--- src/rtl/ibex_wb_data_bridge_if.sv ---
// Wishbone B4 pipelined bus bundle between the Ibex data bridge (master)
// and the system interconnect (slave).
interface ibex_wb_data_bridge_if #(
  parameter int AW = 32,
  parameter int DW = 32
);
  logic            wb_cyc_o;
  logic            wb_stb_o;
  logic            wb_we_o;
  logic [DW/8-1:0] wb_sel_o;
  logic [AW-1:0]   wb_adr_o;
  logic [DW-1:0]   wb_dat_o;
  logic [DW-1:0]   wb_dat_i;
  logic            wb_stall_i;
  logic            wb_ack_i;
  logic            wb_err_i;

  modport master (
    output wb_cyc_o, wb_stb_o, wb_we_o, wb_sel_o, wb_adr_o, wb_dat_o,
    input  wb_dat_i, wb_stall_i, wb_ack_i, wb_err_i
  );

  modport slave (
    input  wb_cyc_o, wb_stb_o, wb_we_o, wb_sel_o, wb_adr_o, wb_dat_o,
    output wb_dat_i, wb_stall_i, wb_ack_i, wb_err_i
  );
endinterface

--- src/rtl/ibex_wb_data_bridge.sv ---
// Ibex data port (req/gnt/rvalid) to Wishbone B4 pipelined master with
// multiple outstanding transactions, bus-error forwarding and a response watchdog.
module ibex_wb_data_bridge #(
  parameter int AW             = 32,
  parameter int DW             = 32,
  parameter int MaxOutstanding = 2,
  parameter int TimeoutCycles  = 1024,
  localparam int CntW          = $clog2(MaxOutstanding + 1),
  localparam int WdW           = (TimeoutCycles > 0) ? $clog2(TimeoutCycles + 1) : 1
) (
  input  logic                  clk,
  input  logic                  rst_n,
  input  logic                  req_i,
  output logic                  gnt_o,
  input  logic                  we_i,
  input  logic [DW/8-1:0]       be_i,
  input  logic [AW-1:0]         addr_i,
  input  logic [DW-1:0]         wdata_i,
  output logic                  rvalid_o,
  output logic [DW-1:0]         rdata_o,
  output logic                  err_o,
  ibex_wb_data_bridge_if.master wb,
  output logic [CntW-1:0]       outstanding_o,
  output logic                  timeout_o
);

  typedef enum logic [1:0] {
    IDLE   = 2'd0,
    ACTIVE = 2'd1,
    ABORT  = 2'd2
  } state_e;

  state_e         state_r, state_next_s;
  logic [CntW-1:0] cnt_r, cnt_next_s;
  logic [WdW-1:0]  wd_r, wd_next_s;
  logic            timeout_r;

  logic abort_s, full_s, busy_s, stb_s, gnt_s, rsp_s, expire_s;

  assign abort_s = (state_r == ABORT);
  assign full_s  = (cnt_r == CntW'(MaxOutstanding));
  assign busy_s  = (cnt_r != {CntW{1'b0}});
  // No bypass when full: a response in the same cycle does not open the strobe.
  assign stb_s   = req_i & ~full_s & ~abort_s;
  assign gnt_s   = stb_s & ~wb.wb_stall_i;
  // Responses with nothing outstanding, or while aborting, are dropped.
  assign rsp_s   = (wb.wb_ack_i | wb.wb_err_i) & busy_s & ~abort_s;

  assign expire_s = (TimeoutCycles != 0) && (state_r == ACTIVE) &&
                    (wd_r == WdW'(TimeoutCycles - 1)) && !rsp_s;

  assign wb.wb_cyc_o = stb_s | (busy_s & ~abort_s);
  assign wb.wb_stb_o = stb_s;
  assign wb.wb_we_o  = we_i;
  assign wb.wb_sel_o = be_i;
  assign wb.wb_adr_o = addr_i;
  assign wb.wb_dat_o = wdata_i;

  assign gnt_o         = gnt_s;
  assign outstanding_o = cnt_r;
  assign timeout_o     = timeout_r;

  // Core-side response: bus response normally, synthetic error per entry in ABORT.
  always_comb begin
    rvalid_o = 1'b0;
    err_o    = 1'b0;
    rdata_o  = wb.wb_dat_i;
    if (abort_s) begin
      rvalid_o = 1'b1;
      err_o    = 1'b1;
      rdata_o  = {DW{1'b0}};
    end else begin
      rvalid_o = rsp_s;
      err_o    = rsp_s & wb.wb_err_i;
    end
  end

  // Outstanding count and watchdog next values.
  always_comb begin
    cnt_next_s = cnt_r;
    wd_next_s  = {WdW{1'b0}};
    if (abort_s) begin
      if (busy_s) begin
        cnt_next_s = cnt_r - CntW'(1);
      end else begin
        cnt_next_s = cnt_r;
      end
    end else begin
      cnt_next_s = cnt_r + CntW'(gnt_s) - CntW'(rsp_s);
    end
    if ((TimeoutCycles != 0) && (state_r == ACTIVE) && !rsp_s && !gnt_s && !expire_s) begin
      wd_next_s = wd_r + WdW'(1);
    end else begin
      wd_next_s = {WdW{1'b0}};
    end
  end

  // Next-state logic of the bridge FSM.
  always_comb begin
    state_next_s = state_r;
    case (state_r)
      IDLE: begin
        if (gnt_s) state_next_s = ACTIVE;
        else       state_next_s = IDLE;
      end
      ACTIVE: begin
        if (cnt_next_s == {CntW{1'b0}}) state_next_s = IDLE;
        else if (expire_s)              state_next_s = ABORT;
        else                            state_next_s = ACTIVE;
      end
      ABORT: begin
        if (cnt_next_s == {CntW{1'b0}}) state_next_s = IDLE;
        else                            state_next_s = ABORT;
      end
      default: state_next_s = IDLE;
    endcase
  end

  // State registers; reset drops any in-flight transaction without a response.
  always_ff @(posedge clk or negedge rst_n) begin
    if (!rst_n) begin
      state_r   <= IDLE;
      cnt_r     <= {CntW{1'b0}};
      wd_r      <= {WdW{1'b0}};
      timeout_r <= 1'b0;
    end else begin
      state_r   <= state_next_s;
      cnt_r     <= cnt_next_s;
      wd_r      <= wd_next_s;
      timeout_r <= expire_s;
    end
  end

endmodule

--- src/flat_wrapper.sv ---
// flat-port wrapper written by rule: the top's interface ports become plain ports
module ibex_wb_data_bridge_flat 
#(
  parameter int AW             = 32,
  parameter int DW             = 32,
  parameter int MaxOutstanding = 2,
  parameter int TimeoutCycles  = 1024,
  localparam int CntW          = $clog2(MaxOutstanding + 1),
  localparam int WdW           = (TimeoutCycles > 0) ? $clog2(TimeoutCycles + 1) : 1
)
  (clk, rst_n, req_i, gnt_o, we_i, be_i, addr_i, wdata_i, rvalid_o, rdata_o, err_o, outstanding_o, timeout_o, wb_wb_cyc_o, wb_wb_stb_o, wb_wb_we_o, wb_wb_sel_o, wb_wb_adr_o, wb_wb_dat_o, wb_wb_dat_i, wb_wb_stall_i, wb_wb_ack_i, wb_wb_err_i);
  ibex_wb_data_bridge_if #(.AW(AW), .DW(DW)) wb_i ();
  input  logic clk;
  input  logic rst_n;
  input  logic req_i;
  output logic gnt_o;
  input  logic we_i;
  input  logic [DW/8-1:0] be_i;
  input  logic [AW-1:0] addr_i;
  input  logic [DW-1:0] wdata_i;
  output logic rvalid_o;
  output logic [DW-1:0] rdata_o;
  output logic err_o;
  output logic [CntW-1:0] outstanding_o;
  output logic timeout_o;
  output wire logic [$bits(wb_i.wb_cyc_o)-1:0] wb_wb_cyc_o;
  output wire logic [$bits(wb_i.wb_stb_o)-1:0] wb_wb_stb_o;
  output wire logic [$bits(wb_i.wb_we_o)-1:0] wb_wb_we_o;
  output wire logic [$bits(wb_i.wb_sel_o)-1:0] wb_wb_sel_o;
  output wire logic [$bits(wb_i.wb_adr_o)-1:0] wb_wb_adr_o;
  output wire logic [$bits(wb_i.wb_dat_o)-1:0] wb_wb_dat_o;
  input wire logic [$bits(wb_i.wb_dat_i)-1:0] wb_wb_dat_i;
  input wire logic [$bits(wb_i.wb_stall_i)-1:0] wb_wb_stall_i;
  input wire logic [$bits(wb_i.wb_ack_i)-1:0] wb_wb_ack_i;
  input wire logic [$bits(wb_i.wb_err_i)-1:0] wb_wb_err_i;
  assign wb_wb_cyc_o = wb_i.wb_cyc_o;
  assign wb_wb_stb_o = wb_i.wb_stb_o;
  assign wb_wb_we_o = wb_i.wb_we_o;
  assign wb_wb_sel_o = wb_i.wb_sel_o;
  assign wb_wb_adr_o = wb_i.wb_adr_o;
  assign wb_wb_dat_o = wb_i.wb_dat_o;
  assign wb_i.wb_dat_i = wb_wb_dat_i;
  assign wb_i.wb_stall_i = wb_wb_stall_i;
  assign wb_i.wb_ack_i = wb_wb_ack_i;
  assign wb_i.wb_err_i = wb_wb_err_i;
  ibex_wb_data_bridge #(.AW(AW), .DW(DW), .MaxOutstanding(MaxOutstanding), .TimeoutCycles(TimeoutCycles)) u_core (.clk(clk), .rst_n(rst_n), .req_i(req_i), .gnt_o(gnt_o), .we_i(we_i), .be_i(be_i), .addr_i(addr_i), .wdata_i(wdata_i), .rvalid_o(rvalid_o), .rdata_o(rdata_o), .err_o(err_o), .wb(wb_i), .outstanding_o(outstanding_o), .timeout_o(timeout_o));
endmodule
--- config.mk ---
export PLATFORM = sky130hd
export DESIGN_NAME = ibex_wb_data_bridge_flat
export DESIGN_NICKNAME = d
export VERILOG_FILES = /design/src/rtl/ibex_wb_data_bridge_if.sv /design/src/rtl/ibex_wb_data_bridge.sv /design/src/flat_wrapper.sv
export SDC_FILE = /design/constraint.sdc
export NUM_CORES = 1
export LEC_CHECK = 0
export ABC_CLOCK_PERIOD_IN_PS = 1900
export CELL_PAD_IN_SITES_DETAIL_PLACEMENT = 0
export CELL_PAD_IN_SITES_GLOBAL_PLACEMENT = 1
export CORE_AREA = 3 3 83 85
export DETAILED_ROUTE_END_ITERATION = 7
export DIE_AREA = 0 0 86 88
export DONT_BUFFER_PORTS = 1
export HOLD_SLACK_MARGIN = 0.06
export PLACE_DENSITY_LB_ADDON = 0.08
export SLEW_MARGIN = 20
export SYNTH_ARGS = -nofsm -noshare
export SYNTH_HDL_FRONTEND = slang
export SYNTH_SLANG_ARGS = --single-unit
--- constraint.sdc ---
create_clock -name clk -period 1.9 [get_ports clk]
set_input_delay 0.285 -clock clk [delete_from_list [all_inputs] [get_ports clk]]
set_output_delay 0.285 -clock clk [all_outputs]
set_load 0.05 [all_outputs]
==> results of run 1 <==
-- cells by family (layout without fill, tap and decap cells) --
family	after synthesis	after routing	share of synthesized area (%)
buffers and inverters	78	57	34.69
DFF	16	16	25.06
adders and majority gates	3	3	2.350
xor gates and xnor gates	9	9	4.934
and+or+nand+nor	75	75	27.80
AOI/OAI and AO/OA	10	10	5.168
-- flip-flops by register name (all words and copies together) (netlist names) --
register,cells
u_core.wd_r,11
u_core.outstanding_o,2
u_core.state_r,2
u_core.timeout_o,1
-- what timing repair did --
action | in CTS | in global routing
pin swaps | 2 | 1
setup buffers | 1 | 1
gates resized for setup | 3 | 5
endpoints found under the setup margin | 1 | 9
hold buffers | 1 | 0
endpoints found under the hold margin | 16 | 0
-- placed cells by master, fill, tap and decap left out, types with 3 or more instances in the layout --
cell type   n
buf_12     34
and2_1     32
dfrtp_1    14
buf_4      13
nor2_1     12
xor2_1      7
nand2_1     6
nand3_1     4
clkbuf_8    4
nand2b_4    3
inv_1       3
nand3_2     3
a21oi_1     3
nand4_1     3
-- metal layers --
layer / wire [µm] / global-route usage [%] / vias to the layer above
met4: 232 / 7.338 / 0
met5: 0 / 0 / -
li1: - / - / 497
met3: 482 / 5.362 / 44
met2: 2338 / 20.53 / 73
met1: 1326 / 10.26 / 488
-- where the power goes --
group	total, µW	switching (µW)	internal (µW)	leakage [µW]
clock network	307	123	184	0.0000288
registers	465	69.4	396	0.000215
logic	1370	754	613	0.000663
-- tightest hold or removal path, cell delays in order --
cell and delay (ns):
o22ai_4 0.05, buf_4 0.16, nand3_2 0.07, inv_2 0.04
-- worst paths after layout --
kind                                              from                                end  cells after the start
setup / recovery           u_core.state_r[0]$_DFF_PN0_        u_core.state_r[0]$_DFF_PN0_                      9
hold / removal                             wb_wb_err_i         u_core.timeout_o$_DFF_PN0_                      4
setup reg to reg           u_core.state_r[0]$_DFF_PN0_        u_core.state_r[0]$_DFF_PN0_                      9
hold reg to reg               u_core.wd_r[0]$_DFF_PN0_           u_core.wd_r[0]$_DFF_PN0_                      1
max in group asynchronous                        rst_n  u_core.outstanding_o[0]$_DFF_PN0_                      1
min in group asynchronous                        rst_n           u_core.wd_r[8]$_DFF_PN0_                      1
-- through the flow --
stage,cell area [µm²],total power (µW),utilization (%),setup TNS (ns),hold WS (ns)
after floorplan,1670,1641,-,-0.2653,-0.01059
after global placement,1994,1713,31.77,0,-0.01020
after detailed placement,1994,1710,31.77,-0.02600,-0.01019
after CTS,2079,2048,33.13,0,0.3844
after global routing,2118,2274,33.75,-1.049,0.4086
final,2118,2139,33.75,0,0.4026
-- area by class of cell --
type                            count  area [µm²]
Clock buffer                        4       55.05
Fill cell                         631        4159
Inverter                            5       18.77
Multi-Input combinational cell     97       754.5
Sequential cell                    16       405.4
Tap cell                           77       96.34
Timing Repair Buffer               48       788.3
==> results.json, run 1 <==
{
  "min_path_type": "in2reg",
  "gp_congestion": 0.6972,
  "nets": 281,
  "wl_per_cell_um": 17.73,
  "netlist_area_mm2": 0.001598,
  "yosysWarnings": 0,
  "synth_top_area_share_pct": 32.42,
  "synth_most_common_cell": "buf_4",
  "rows": 29,
  "dp_slack_ns": -0.02600,
  "placed_cells": 240,
  "drc": 0,
  "setup_viol_count_final": 0,
  "max-clock-path-buffers": 2,
  "path_clk_slew_ns": 0.07,
  "critPathRequiredTime_ns": 2.03,
  "avgSynthCellArea_um2": 8.365,
  "finalCriticalPeriod_ns": 1.884,
  "relSlewSlack_pct": 50.14,
  "clock_skew_ns": 0.001023,
  "synth_common_cells": "buf_4, and2_1, dfrtp_1",
  "antenna_found_initial": 0,
  "regToRegSetupSlack_ns": 0.02,
  "synth_top_cell_by_area": "buf_4",
  "clock-root-buffer": "clkbuf_8",
  "globalRoute.totalOverflow": 0,
  "track_usage_pct": 11.41,
  "vias": 1102,
  "synth_edf_count": 0,
  "p_leak_uw": 0.0009068,
  "clk_latency_ns": 0.25,
  "worstSetupPathType": "reg2reg",
  "grt_pass1_wl_um": 6727,
  "htreeDepth": 1,
  "start_util_pct": 25.45,
  "grt_max_degree": 40,
  "drt_iter0_markers": 41,
  "async_reset_ff_share_pct": 100.0,
  "antenna_cells": 0,
  "slew_viol_final": 0,
  "cap_violations": 0,
  "syn_nets": 301,
  "detail-route-antenna-nets": 0,
  "critPathSlowestCell": "dfrtp_1",
  "rsz0062_at_grt": "yes",
  "fin_ws_ns": 0.01616,
  "finalWirelength_um": 4380,
  "io_pins": 216,
  "start_kind": "flip-flop",
  "yosys_most_used_dff": "dfrtp_1",
  "ys_types": 30,
  "ir_drop_uv": 719.5,
  "synth-seq-area-share_pct": 25.06,
  "fmax_ghz": 0.5308,
  "drive_above_1_share_pct": 42.94,
  "synthTopCellsByArea": "buf_4, dfrtp_1, and2_1, xor2_1, nor2_1",
  "path_buf_inv": 1,
  "crit_chain": "nand2b_4 -> nand4b_4 -> ha_4 -> inv_2 -> ha_4 -> xor2_4 -> nand2b_4 -> a21oi_4 -> o32ai_2",
  "die_y_um": 88,
  "core_area_mm2": 0.006277,
  "io_buffers": 0,
  "p_per_area_mw_per_mm2": 1010,
  "cp-end-kind": "flip-flop",
  "vias_per_cell": 4.462,
  "netlist_instances": 191,
  "cts_made_buffers": 3,
  "die_w_um": 86,
  "grt_pass1_vias": 1248,
  "hpwlAfterDp_um": 3646,
  "cts_tree": "built",
  "crit_arrival_ns": 2.01,
  "firstDrtPassIters": 2,
  "tightest_slew_ns": 0.7454,
  "status": "completed",
  "clock-sinks": 16,
  "ys_ff_latch": 16,
  "finalHoldViolations": 0,
  "crit_family": "simple AND/OR/NAND/NOR gates",
  "areaGrowthSynthToFinish_pct": 32.58,
  "worstPathMaxFanout": 5,
  "period_share_pct": 99.15,
  "design.die.area_mm2": 0.007568,
  "stdcell_count": 247,
  "max_stage_delay_ns": 0.44
}
(Power assumes the default switching activity.)
==> run 2, diff against run 1 <==
- REMOVE_ABC_BUFFERS: not set -> 1
- SKIP_LAST_GASP: not set -> 1
==> run 2 against run 1 <==
Net effect: design area up 0.12%; via count up 7.0%; clock skew is essentially flat; sequential share of layout area shrank 0.20 points; largest cell class unchanged; first-iteration DRC count decreased by 41%; sequential power shrank 4%.
==> results.json, run 2 (same netlist as run 1, synthesis figures left out) <==
{
  "tightest_slew_ns": 0.7956,
  "finalHoldViolations": 0,
  "p_per_area_mw_per_mm2": 991.4,
  "p_leak_uw": 0.0009231,
  "regToRegStartpoint": "u_core.state_r[0]$_DFF_PN0_",
  "ir_drop_uv": 775.9,
  "htreeDepth": 1,
  "cts_made_buffers": 3,
  "hold-path-cell-count": 3,
  "max-clock-path-buffers": 2,
  "clock_skew_ns": 0.001147,
  "io_pins": 216,
  "fmax_ghz": 0.5379,
  "final_util_pct": 33.79,
  "design.die.area_mm2": 0.007568,
  "period_share_pct": 97.84,
  "cp-end-kind": "flip-flop",
  "drt_iter0_markers": 24,
  "worstPathMaxFanout": 3,
  "start_util_pct": 25.45,
  "areaGrowthSynthToFinish_pct": 32.73,
  "top_register": "u_core.wd_r",
  "core_area_mm2": 0.006277,
  "die_y_um": 88,
  "sw_frac_of_total_pct": 43.73,
  "cts_tree": "built",
  "hold_path_startpoint": "req_i",
  "regArea_um2": 401.6,
  "largest_reg_flops": 11,
  "crit_arrival_ns": 2.01,
  "globalRoute.totalOverflow": 0,
  "rsz0062_at_grt": "yes",
  "hpwlAfterDp_um": 6721,
  "grt_pass1_vias": 1327,
  "clkPwrFrac_pct": 14.6,
  "clock-sinks": 16,
  "wl_per_cell_um": 31.55,
  "start_kind": "flip-flop",
  "power_switching_uw": 919.5,
  "clk_latency_ns": 0.25,
  "slew_viol_final": 0,
  "fin_setup_tns_ns": 0,
  "worstSetupPathType": "reg2reg",
  "firstDrtPassIters": 4,
  "fill_cells": 653,
  "finalCriticalPeriod_ns": 1.859,
  "final_cell_mix": "buf_12, and2_1, buf_4",
  "track_usage_pct": 20.18,
  "rows": 29,
  "min_path_type": "in2reg",
  "critPathRequiredTime_ns": 2.05,
  "hold_path_end": "u_core.state_r[0]$_DFF_PN0_",
  "r2r_cells": 9,
  "path_clk_slew_ns": 0.06,
  "r2r_end": "u_core.state_r[0]$_DFF_PN0_",
  "nets": 285,
  "vias_per_cell": 4.679,
  "drive_above_1_share_pct": 42.53,
  "die_w_um": 86,
  "drc": 0,
  "io_buffers": 0,
  "regToRegSetupSlack_ns": 0.04,
  "antenna_found_initial": 1,
  "cap_violations": 0,
  "layout_commonest_cell": "buf_12",
  "detail-route-antenna-nets": 0,
  "internal_power_uw": 1183,
  "grt_pass1_wl_um": 10410,
  "status": "completed",
  "relSlewSlack_pct": 46.79,
  "p_comb_share_pct": 64.2,
  "placed_cells": 241,
  "finalWirelength_um": 7950,
  "gp_congestion": 0.7538,
  "clock-root-buffer": "clkbuf_8",
  "multi_input_area_um2": 737.0,
  "stdcell_count": 252,
  "setup_viol_count_final": 0,
  "vias": 1179,
  "grt_max_degree": 40,
  "sequentialPowerShare_pct": 21.3
}
-- run 2: power by group through the flow --
stage                     combinational [µW]  sequential, µW  clock [µW]
after floorplan                          563             520           0
after global placement                  1090             435           0
after detailed placement                1090             442           0
after CTS                               1250             443         322
after global routing                    1440             452         342
final                                   1350             447         307
-- run 2: stage by stage --
| stage | hold WS, ns | total power [µW] | setup WS [ns] | area (µm²) |
|---|---|---|---|---|
| finish | 0.3891 | 2103 | 0.04097 | 2121 |
| detailed placement | -0.009925 | 1532 | -0.02495 | 1917 |
| floorplan | -0.01059 | 1084 | -0.5639 | 1062 |
| global placement | -0.009988 | 1530 | 0.01717 | 1917 |
| global route | 0.3911 | 2238 | -0.02157 | 2121 |
| CTS | 0.3738 | 2018 | 0.005054 | 2068 |
-- run 2: how the worst max path moves through the flow --
| stage | start | endpoint | slack (ns) | cells after the start |
|---|---|---|---|---|
| CTS | u_core.outstanding_o[0]$_DFF_PN0_ | u_core.state_r[0]$_DFF_PN0_ | 0.005 | 9 |
| detailed placement | u_core.outstanding_o[0]$_DFF_PN0_ | u_core.state_r[0]$_DFF_PN0_ | -0.02 | 9 |
| floorplan | u_core.state_r[0]$_DFF_PN0_ | u_core.state_r[0]$_DFF_PN0_ | -0.56 | 9 |
| global route | u_core.state_r[0]$_DFF_PN0_ | u_core.state_r[0]$_DFF_PN0_ | -0.02 | 9 |
| global placement | u_core.state_r[0]$_DFF_PN0_ | u_core.state_r[0]$_DFF_PN0_ | 0.02 | 9 |
| finish | u_core.state_r[0]$_DFF_PN0_ | u_core.state_r[0]$_DFF_PN0_ | 0.04 | 9 |
-- run 2: final cells by class --
cell class                 count  area share, %
timing repair buffer          52          38.17
multi-input combinational     97          34.75
sequential                    16          18.94
tap                           77          4.543
clock buffer                   4          2.596
inverter                       5         0.8850
antenna                        1         0.1180
-- run 2: timing repair --
action | CTS | global route
pin swaps | 7 | 5
hold endpoints to repair | 16 | 0
setup endpoints to repair | 2 | 10
hold buffers | 1 | 0
buffers inserted | 3 | 2
gates resized for setup | 11 | 7
-- run 2: worst max-delay path, cell delays in order, from the launching register on --
cell,delay (ns)
dfrtp_1,0.41
nand2b_4,0.18
nand4b_4,0.12
ha_4,0.28
inv_2,0.03
ha_4,0.16
xor2_4,0.16
nand2b_4,0.15
a21oi_2,0.05
o32ai_1,0.21
-- run 2: per-layer routing --
metal | routed length [µm] | part of all wire (%) | vias up | global-route usage (%)
met3 | 1502 | 19 | 36 | 16.37
li1 | - | - | 504 | -
met5 | 0 | 0 | - | 1.299
met4 | 697 | 8.8 | 0 | 15.68
met1 | 2282 | 29 | 494 | 17.24
met2 | 3468 | 44 | 145 | 30.90
